`src/rtl/icache_pkg.sv`:
```
// Shared types and address-field helpers for the set-associative instruction cache.
package icache_pkg;

  typedef enum logic {
    IDLE   = 1'b0,
    REFILL = 1'b1
  } state_t;

  function automatic int clog2(input int v);
    int r;
    r = 0;
    while ((1 << r) < v) r++;
    return r;
  endfunction

  localparam int LINE_BYTES_DEF = 16;
  localparam int SETS_DEF       = 16;
  localparam int WAYS_DEF       = 2;

  // Address field widths for the default geometry (offset, index, tag)
  localparam int OB = clog2(LINE_BYTES_DEF);
  localparam int IB = clog2(SETS_DEF);
  localparam int TB = 32 - OB - IB;

endpackage

```
`src/rtl/icache_if.sv`:
```
// Fetch-side and memory-side signals of the instruction cache.
interface icache_if;
  logic [31:0] pc;
  logic        start_fetch;
  logic        hit;
  logic [31:0] inst;
  logic [31:0] inst_addr;
  logic        mem_req;
  logic [31:0] mem_addr;
  logic        mem_valid;
  logic [31:0] mem_data;

  modport master (
    output pc, start_fetch, mem_valid, mem_data,
    input  hit, inst, inst_addr, mem_req, mem_addr
  );

  modport slave (
    input  pc, start_fetch, mem_valid, mem_data,
    output hit, inst, inst_addr, mem_req, mem_addr
  );
endinterface

```
`src/rtl/icache_way_array.sv`:
```
// One cache way: per-set valid/tag and line data, combinational read, single-word write.
module icache_way_array #(
  parameter int SETS  = 16,
  parameter int WORDS = 4,
  parameter int IDX_W = 4,
  parameter int CNT_W = 2,
  parameter int TAG_W = 24
) (
  input  logic             clk_in,
  input  logic             rst_in,
  input  logic [IDX_W-1:0] rd_idx,
  input  logic [CNT_W-1:0] rd_off,
  output logic             rd_valid,
  output logic [TAG_W-1:0] rd_tag,
  output logic [31:0]      rd_word,
  input  logic             inv_en,
  input  logic [IDX_W-1:0] inv_idx,
  input  logic             wr_en,
  input  logic [IDX_W-1:0] wr_idx,
  input  logic [CNT_W-1:0] wr_off,
  input  logic [31:0]      wr_data,
  input  logic             fill_en,
  input  logic [TAG_W-1:0] fill_tag
);

  logic [SETS-1:0]  valid;
  logic [TAG_W-1:0] tag_mem  [SETS];
  logic [31:0]      data_mem [SETS][WORDS];

  assign rd_valid = valid[rd_idx];
  assign rd_tag   = tag_mem[rd_idx];
  assign rd_word  = data_mem[rd_idx][rd_off];

  always_ff @(posedge clk_in or negedge rst_in) begin
    if (!rst_in) begin
      valid <= '0;
    end else begin
      if (inv_en)  valid[inv_idx] <= 1'b0;
      if (fill_en) valid[wr_idx]  <= 1'b1;
    end
  end

  // Storage needs no reset: nothing is read while the valid bit is clear
  always_ff @(posedge clk_in) begin
    if (wr_en)   data_mem[wr_idx][wr_off] <= wr_data;
    if (fill_en) tag_mem[wr_idx] <= fill_tag;
  end

endmodule

```
`src/rtl/icache_sa.sv`:
```
// N-way set-associative blocking instruction cache with word-serial refill.
// Optional ICACHE_STATS_EN adds hit_cnt/miss_cnt outputs.
//   state  | meaning
//   IDLE   | lookups served combinationally; a miss launches a refill
//   REFILL | mem_req held, one word written per accepted mem_valid
module icache_sa
  import icache_pkg::*;
#(
  parameter int LINE_BYTES = LINE_BYTES_DEF,
  parameter int SETS       = SETS_DEF,
  parameter int WAYS       = WAYS_DEF
) (
  input  logic        clk_in,
  input  logic        rst_in,
  input  logic        rdy_in,
  input  logic        rob_clear_up,
  icache_if.slave     bus
`ifdef ICACHE_STATS_EN
  ,
  output logic [31:0] hit_cnt,
  output logic [31:0] miss_cnt
`endif
);

  localparam int WORDS = LINE_BYTES / 4;
  localparam int OFF_W = clog2(LINE_BYTES);
  localparam int IDX_W = clog2(SETS);
  localparam int TAG_W = 32 - OFF_W - IDX_W;
  localparam int CNT_W = (WORDS > 1) ? clog2(WORDS) : 1;
  localparam int RR_W  = (WAYS > 1) ? clog2(WAYS) : 1;

  state_t           state;
  logic [RR_W-1:0]  rr [SETS];
  logic [RR_W-1:0]  victim;

  logic [IDX_W-1:0] pc_idx, fill_idx;
  logic [TAG_W-1:0] pc_tag, fill_tag;
  logic [CNT_W-1:0] pc_off, fill_off;

  logic [WAYS-1:0]  way_valid;
  logic [TAG_W-1:0] way_tag  [WAYS];
  logic [31:0]      way_word [WAYS];
  logic [WAYS-1:0]  inv_sel, wr_sel, fill_sel;

  logic        lookup_ok, hit_any, start_refill, word_take, last_word;
  logic [31:0] hit_word;

  assign pc_idx = bus.pc[OFF_W+IDX_W-1:OFF_W];
  assign pc_tag = bus.pc[31:OFF_W+IDX_W];
  // During refill mem_addr carries the line tag/index and the word counter
  assign fill_idx = bus.mem_addr[OFF_W+IDX_W-1:OFF_W];
  assign fill_tag = bus.mem_addr[31:OFF_W+IDX_W];

  generate
    if (WORDS > 1) begin : g_off
      assign pc_off   = bus.pc[OFF_W-1:2];
      assign fill_off = bus.mem_addr[OFF_W-1:2];
    end else begin : g_off_single
      assign pc_off   = '0;
      assign fill_off = '0;
    end
  endgenerate

  assign lookup_ok    = rdy_in && bus.start_fetch && !rob_clear_up && (state == IDLE);
  assign start_refill = lookup_ok && !hit_any;
  assign word_take    = (state == REFILL) && rdy_in && bus.mem_valid;
  assign last_word    = (fill_off == CNT_W'(WORDS - 1));

  always_comb begin
    hit_any  = 1'b0;
    hit_word = '0;
    for (int w = 0; w < WAYS; w++) begin
      if (way_valid[w] && (way_tag[w] == pc_tag)) begin
        hit_any  = 1'b1;
        hit_word = way_word[w];
      end
    end
  end

  always_comb begin
    inv_sel  = '0;
    wr_sel   = '0;
    fill_sel = '0;
    for (int w = 0; w < WAYS; w++) begin
      inv_sel[w]  = start_refill && (rr[pc_idx] == RR_W'(w));
      wr_sel[w]   = word_take && (victim == RR_W'(w));
      fill_sel[w] = word_take && last_word && (victim == RR_W'(w));
    end
  end

  assign bus.hit       = lookup_ok && hit_any;
  assign bus.inst      = bus.hit ? hit_word : '0;
  assign bus.inst_addr = bus.hit ? bus.pc : '0;

  for (genvar w = 0; w < WAYS; w++) begin : g_way
    icache_way_array #(
      .SETS  (SETS),
      .WORDS (WORDS),
      .IDX_W (IDX_W),
      .CNT_W (CNT_W),
      .TAG_W (TAG_W)
    ) u_way (
      .clk_in   (clk_in),
      .rst_in   (rst_in),
      .rd_idx   (pc_idx),
      .rd_off   (pc_off),
      .rd_valid (way_valid[w]),
      .rd_tag   (way_tag[w]),
      .rd_word  (way_word[w]),
      .inv_en   (inv_sel[w]),
      .inv_idx  (pc_idx),
      .wr_en    (wr_sel[w]),
      .wr_idx   (fill_idx),
      .wr_off   (fill_off),
      .wr_data  (bus.mem_data),
      .fill_en  (fill_sel[w]),
      .fill_tag (fill_tag)
    );
  end

  always_ff @(posedge clk_in or negedge rst_in) begin
    if (!rst_in) begin
      state        <= IDLE;
      victim       <= '0;
      bus.mem_req  <= 1'b0;
      bus.mem_addr <= '0;
      for (int s = 0; s < SETS; s++) rr[s] <= '0;
    end else if (rdy_in) begin
      case (state)
        IDLE: begin
          if (start_refill) begin
            state        <= REFILL;
            bus.mem_req  <= 1'b1;
            bus.mem_addr <= {bus.pc[31:OFF_W], OFF_W'(0)};
            victim       <= rr[pc_idx];
            rr[pc_idx]   <= (rr[pc_idx] == RR_W'(WAYS - 1)) ? '0 : rr[pc_idx] + 1'b1;
          end
        end
        REFILL: begin
          if (bus.mem_valid) begin
            if (last_word) begin
              state       <= IDLE;
              bus.mem_req <= 1'b0;
            end else begin
              bus.mem_addr <= bus.mem_addr + 32'd4;
            end
          end
        end
        default: state <= IDLE;
      endcase
    end
  end

`ifdef ICACHE_STATS_EN
  always_ff @(posedge clk_in or negedge rst_in) begin
    if (!rst_in) begin
      hit_cnt  <= '0;
      miss_cnt <= '0;
    end else if (rdy_in) begin
      if (bus.hit)     hit_cnt  <= hit_cnt + 32'd1;
      if (start_refill) miss_cnt <= miss_cnt + 32'd1;
    end
  end
`endif

endmodule
```
`src/flat_wrapper.sv`:
```
// flat-port wrapper written by rule: the top's interface ports become plain ports
module icache_sa_flat import icache_pkg::*;
#(
  parameter int LINE_BYTES = LINE_BYTES_DEF,
  parameter int SETS       = SETS_DEF,
  parameter int WAYS       = WAYS_DEF
)
  (clk_in, rst_in, rdy_in, rob_clear_up, bus_pc, bus_start_fetch, bus_mem_valid, bus_mem_data, bus_hit, bus_inst, bus_inst_addr, bus_mem_req, bus_mem_addr);
  icache_if bus_i ();
  input  logic clk_in;
  input  logic rst_in;
  input  logic rdy_in;
  input  logic rob_clear_up;
  input wire logic [$bits(bus_i.pc)-1:0] bus_pc;
  input wire logic [$bits(bus_i.start_fetch)-1:0] bus_start_fetch;
  input wire logic [$bits(bus_i.mem_valid)-1:0] bus_mem_valid;
  input wire logic [$bits(bus_i.mem_data)-1:0] bus_mem_data;
  output wire logic [$bits(bus_i.hit)-1:0] bus_hit;
  output wire logic [$bits(bus_i.inst)-1:0] bus_inst;
  output wire logic [$bits(bus_i.inst_addr)-1:0] bus_inst_addr;
  output wire logic [$bits(bus_i.mem_req)-1:0] bus_mem_req;
  output wire logic [$bits(bus_i.mem_addr)-1:0] bus_mem_addr;
  assign bus_i.pc = bus_pc;
  assign bus_i.start_fetch = bus_start_fetch;
  assign bus_i.mem_valid = bus_mem_valid;
  assign bus_i.mem_data = bus_mem_data;
  assign bus_hit = bus_i.hit;
  assign bus_inst = bus_i.inst;
  assign bus_inst_addr = bus_i.inst_addr;
  assign bus_mem_req = bus_i.mem_req;
  assign bus_mem_addr = bus_i.mem_addr;
  icache_sa #(.LINE_BYTES(LINE_BYTES), .SETS(SETS), .WAYS(WAYS)) u_core (.clk_in(clk_in), .rst_in(rst_in), .rdy_in(rdy_in), .rob_clear_up(rob_clear_up), .bus(bus_i));
endmodule
```
`config.mk`:
```
export PLATFORM = sky130hd
export DESIGN_NAME = icache_sa_flat
export DESIGN_NICKNAME = d
export VERILOG_FILES = /design/src/rtl/icache_pkg.sv /design/src/rtl/icache_if.sv /design/src/rtl/icache_way_array.sv /design/src/rtl/icache_sa.sv /design/src/flat_wrapper.sv
export SDC_FILE = /design/constraint.sdc
export NUM_CORES = 2
export LEC_CHECK = 0
export BUFFER_PORTS_ARGS = -buffer_cell sky130_fd_sc_hd__buf_2
export CORE_MARGIN = 2
export CORE_UTILIZATION = 25
export CTS_CLUSTER_SIZE = 24
export DETAILED_ROUTE_END_ITERATION = 7
export GPL_ROUTABILITY_DRIVEN = 0
export PLACE_DENSITY_LB_ADDON = 0.12
export SYNTH_ARGS = -nofsm -noshare
export SYNTH_HDL_FRONTEND = slang
export SYNTH_HIERARCHICAL = 1
export SYNTH_MEMORY_MAX_BITS = 65536
export SYNTH_SLANG_ARGS = --single-unit
```
`constraint.sdc`:
```
create_clock -name clk_in -period 5.6 [get_ports clk_in]
set_input_delay 0 -clock clk_in [delete_from_list [all_inputs] [get_ports clk_in]]
set_output_delay 0 -clock clk_in [all_outputs]
set_load 0.05 [all_outputs]
```
Yosys cells after proc, flatten, opt, wreduce, memory -nomap -nowiden
Memory sizes are Yosys's and may differ from the RTL's.
Index checks and enable logic that the tools add are counted.
- register bits: 83
- bits in latches: 0
- bits in writable memories: 4864
- memory bits (read-only): 0
- input bits: 70
- output and inout bits: 98
- logic and storage cells: 133
- memories: 4
- add/subtract/negate cells: 2
- multipliers: 0
- divide/modulo/power cells: 0
- order comparisons: 9
- eq/ne operators: 7
- shift operators: 0
- multiplexer cells: 53
- bitwise gates (word level): 11
- reduce and logical (&&, ||, !) cells: 25
- memories (memory ; depth ; width ; read ports ; clocked after Yosys merged registers in ; write ports ; line ; text):
    u_core.g_way[0].u_way.data_mem ; 16 ; 128 ; 1 ; 0 ; 1 ; icache_way_array.sv:28 ; logic [31:0] data_mem [SETS][WORDS];
    u_core.g_way[1].u_way.data_mem ; 16 ; 128 ; 1 ; 0 ; 1 ; icache_way_array.sv:28 ;
    u_core.g_way[0].u_way.tag_mem ; 16 ; 24 ; 1 ; 0 ; 1 ; icache_way_array.sv:27 ; logic [TAG_W-1:0] tag_mem [SETS];
    u_core.g_way[1].u_way.tag_mem ; 16 ; 24 ; 1 ; 0 ; 1 ; icache_way_array.sv:27 ;
- operators by type and width (operator ; number):
    $mux W32 ; 12
    $mux W128 ; 2
    $bmux W32 S2 ; 2
    $demux W32 S2 ; 1
    $mux W16 ; 4
    $pmux W32 S2 ; 1
    $eq A24 B24 Y1 ; 2
    $add A32 B3 Y32 const B ; 1
    $and A16 B16 Y16 ; 2
    $or A16 B16 Y16 ; 2
    $mux W1 ; 22
    $logic_and A1 B1 Y1 ; 20
    $bwmux W16 ; 1
    $not A16 Y16 ; 1
    $bmux W1 S4 ; 3
    $demux W1 S4 ; 3
    $lt A4 B5 Y1 const B ; 2
    $ge A4 B1 Y1 const B ; 2
    $reduce_and A4 Y1 ; 2
    $ge A3 B3 Y1 const B ; 2
    $ne A2 B2 Y1 const B ; 3
    $not A2 Y3 ; 2
    $ge A5 B5 Y1 const B ; 1
    $lt A5 B1 Y1 const B ; 1
    9 further kinds ; 13

Longest topological paths before layout
- depth after elaboration: 11
- gate-level depth with buffers: 19
- gate-level depth less buffers: 14

By module
Netlist, hierarchy kept.
- by module, submodules not included (module ; instances ; cells each ; area each (sq um) ; sequential area each (sq um)):
    icache_way_array ; 2 ; 3909 ; 92757.7 ; 73430.4
    icache_sa ; 1 ; 506 ; 4352.9 ; 1226.2

Least setup slack after synthesis
Ideal clock, no wire load.
- kind: flip-flop to flip-flop
- start point: register u_core.state
- end point: memory u_core/g_way[1].u_way/data_mem[0][100] (netlist bit), enable pin
- library setup time: 0.421 ns
- arrival: 3.354 ns
- required time: 5.179 ns
- setup slack: 1.825 ns
- cell stages (with the launch flop): 9
- path buffers: 4
- period minus slack after synthesis: 3.775 ns
- cells stage by stage: dfrtp_1 > clkbuf_1 > clkbuf_1 > and3_1 > and2_1 > or3b_2 > clkbuf_1 > clkbuf_1 > nor2_1
- cells in the longest elaborated chain, start to end: 5
- ends and longest elaborated chain (what ; line ; text):
    from (decl) ; icache_sa.sv:32 ; state_t state;
    from (signal assigned) ; icache_sa.sv:123 ; state <= IDLE;
    from (signal assigned) ; icache_sa.sv:132 ; state <= REFILL;
    from (signal assigned) ; icache_sa.sv:142 ; state <= IDLE;
    $logic_and A1 B1 Y1 (2 in a row) ; icache_sa.sv:66 ; assign word_take = (state == REFILL) && rdy_in && bus.mem_valid;
    $logic_and A1 B1 Y1 ; icache_sa.sv:86 ; wr_sel[w] = word_take && (victim == RR_W'(w));
    net u_core.wr_sel[1] ; icache_sa.sv:43 ; logic [WAYS-1:0] inv_sel, wr_sel, fill_sel;
    $mux W1 ; icache_way_array.sv:45 ; if (wr_en) data_mem[wr_idx][wr_off] <= wr_data;
    $mux W128 (not written as such) ; icache_way_array.sv:45 ;
    to (decl) ; icache_way_array.sv:28 ;
The timed path passes the listed nets, and every way through them passes these cells.

==> reports/results.ini <==
[drt]
avgRoutedWirePerCell_um = 33.35
ant_nets = 0
drt_wl_total_mm = 666.0
drt_iter0_markers = 9535
vias = 94600
via_per_inst = 4.738
dr.pass1.iters = 6
remaining_drc_errors = 0

[sta]
relSlewSlack_pct = 4.635
final_max_slew_viol_count = 0
setup_tns_ps = 0
setup_viol = 0
period_share_pct = 96.64
final_hold_viol_count = 0
finClkSkew_ps = 50.15
tightest_slew_ps = 1422
rsz0062_at_grt = false
period_needed_ps = 5412
fmax_mhz = 184.8

[floorplanning]
fp.coreArea_sq_um = 757900
io_pins = 168
die_h_um = 875.5
die_w_um = 875.5
row_count = 320
start_util_pct = 25.05
dieArea_sq_um = 766500

[finish]
n_fill_cell = 73070
drive_gt1_share_pct = 31.41
design_area_sq_um = 228500
syn_to_final_growth_pct = 20.33
utilization_pct = 30.14
fin_nets = 9409

[pwr]
leakagePower_nw = 70.36
pwr-share-seq_pct = 48.6
internal-power_mw = 65.17
vdd_drop_max_uv = 313.9
pwr-share-clk_pct = 42.7
power_switching_mw = 21.27
p_per_area_nw_per_um2 = 378.3
swShare_pct = 24.61
combPwrFrac_pct = 8.7

[yosys]
synthCells = 8324
yosysMostFrequentCell = edfxtp_1
synth_area_sq_um = 189900
ys_seq_area_share_pct = 77.99
yosys_warnings = 6
synth_top_cell_by_area = edfxtp_1
synthFlopType = edfxtp_1
netlist.area_leader.share_pct = 76.93
ys_types = 71
ys_ff_latch = 4945
synth-edff-count = 4864
postSynthAreaPerCell_sq_um = 22.81
synth_common_cells = 4864 x edfxtp_1, 1270 x mux4_2, 312 x a22oi_1
async_reset_ff_share_pct = 1.638
synthTopCellsByArea = edfxtp_1 77%, mux4_2 15%, a22oi_1 1.2%

[clocking]
cts_tree = done
cts_htree_levels = 6
numCtsBuffers = 580
clkTransAtPathRegs_ps = 60
clock_path_buffers = 4
clockRootBuffer = clkbuf_16
clock_sinks = 4945
worstSkewPairLatency_ps = 1080

[critical_path]
crit_path_cell_trace = dlygate4sd3_1 > buf_8 > buf_12 > buf_12 > buf_12 > nor2b_4 > buf_4 > a22o_1 > a221oi_2 > o2bb2ai_1 > a211o_1 > buf_4 > mux2i_1 > nor2_1 > buf_12
critPathMostFrequentCell = buf_12
end_kind = output port
crit_family = buffers and inverters
reg2reg_from = u_core/g_way[0].u_way/tag_mem[14][4]
required_ps = 5600
endpoint = bus_inst[27]
arrival_ps = 5410
crit_fanout = 57
r2r_setup_slack_ps = 790
slowest_stage = buf_8
critical_path_class = input pin to output port
max_stage_delay_ps = 610
critical_path_depth = 15
r2r-end = u_core/g_way[1].u_way/valid[11]
start_kind = input pin
startpoint = bus_pc[6]
r2r_cells = 13
worst-path-buf-inv = 8

[placed_design]
place_area_sq_um = 208300
dp_hpwl_mm = 397.1
port_buffers = 165

[global_route]
grt_util_all_layers_pct = 16.94
grt_pass1_wl_mm = 896.0
overflow = 0
grt_pass1_vias = 99170
grt_start_max_net_pins = 91
antenna_found_initial = 70

[flow_run]
cap_violations = 0

[status]
outcome = complete, no violations

[min_path]
whs_path_depth = 2
hold_path.class = input pin to flop

worst reg2reg max path, cell delays in order, from the launching register on:
cell and delay, ps:
edfxtp_1 360, mux4_2 470, mux4_2 490, xnor2_1 500, nand4_1 140, or4b_1 720, o22a_1 270, nand2_1 130
nor2_1 170, nand3_1 130, dlygate4sd3_1 610, o21ai_0 100, dlygate4sd3_1 550, o21ai_0 70
power groups by stage:
stage | sequential (mW) | combinational, mW | clock (mW)
2_1_floorplan | 43.4 | 2.55 | 0
3_3_place_gp | 42.8 | 7.40 | 0
3_5_place_dp | 42.8 | 7.51 | 0
4_1_cts | 42.0 | 7.73 | 38.0
5_1_grt | 42.0 | 7.94 | 39.3
6_report | 42.0 | 7.51 | 36.9
logic make-up after synthesis:
family	count (synthesis)	share of synthesized area [%]
buffers and inverters	477	1.225
and+or+nand+nor	696	1.736
xor gates and xnor gates	48	0.2214
DFF	4945	77.99
adders and majority gates	1	0.006589
other	1	0.001975
AOI/OAI and AO/OA	746	2.997
muxes	1410	15.82
through the flow:
| stage | hold slack, ps | std cells | setup slack (ps) | power, mW |
|---|---|---|---|---|
| final | 85.99 | 19970 | 188.2 | 86.44 |
| after global routing | 35.66 | 19940 | 32.87 | 89.25 |
| after global placement | -97.10 | 18740 | 29.08 | 50.17 |
| after detailed placement | -100.8 | 18750 | 256.5 | 50.30 |
| after CTS | 2.294 | 19930 | 13.42 | 87.70 |
| after floorplan | -295.6 | 8325 | 1825 | 46.00 |
registers in the layout, summed over array words and instances (netlist names):
register,count
u_core/bus.mem_req,1
u_core/victim,1
u_core/g_way.u_way/tag_mem,768
u_core/rr,16
u_core/bus.mem_addr,30
u_core/state,1
u_core/g_way.u_way/data_mem,4096
u_core/g_way.u_way/valid,32
metal layers:
metal / routed length, um / up-vias / GRT usage [%]
met2: 329900 / 2718 / 29.01
met1: 292900 / 53200 / 23.19
met3: 28510 / 751 / 2.108
met5: 73 / - / 0
met4: 14640 / 10 / 3.462
li1: - / 37920 / -
how the worst min path moves through the flow:
stage | from | end | slack [ps]
6_report | bus_mem_data[18] | u_core/g_way[1].u_way/data_mem[3][18] | 90
5_1_grt | bus_mem_data[15] | u_core/g_way[1].u_way/data_mem[6][15] | 40
4_1_cts | bus_mem_data[18] | u_core/g_way[1].u_way/data_mem[3][18] | 2
3_5_place_dp | rst_in | u_core/bus.mem_req | -100
3_3_place_gp | rst_in | u_core/bus.mem_req | -100
2_1_floorplan | rst_in | u_core/bus.mem_addr[10] | -300
placed cells by master, fill, tap and decap left out, drive strengths merged, types with 36 or more instances in the layout:
master,instances
clkinv,225
a22oi,312
clkbuf,724
nor2,228
o21ai,78
mux4,1270
and2,38
diode,36
bufinv,43
a211oi,70
mux2i,121
inv,40
o22a,57
dlygate4sd3,142
nand3,43
a221oi,62
and3,62
edfxtp,4864
a32oi,56
dfrtp,81
a21oi,42
xnor2,46
nand2,187
buf,755
nor2b,43
final cells by class:
class	instances	area, sq um	area share (%)
Antenna cell	36	90.09	0.03943
Clock buffer	723	15200	6.652
Clock inverter	309	3148	1.378
Inverter	10	37.54	0.01643
Multi-Input combinational cell	2903	40930	17.92
Sequential cell	4945	148100	64.82
Tap cell	10140	12690	5.555
Timing Repair Buffer	898	8285	3.626
timing repair:
item	4_1_cts	5_1_grt
hold endpoints to repair	3517	0
setup buffers	0	0
cloned	0	0
setup endpoints to repair	35	1
resized for setup	11	1
hold buffers	153	0
pin swaps	0	0
Power figures use the tool's default switching activity.
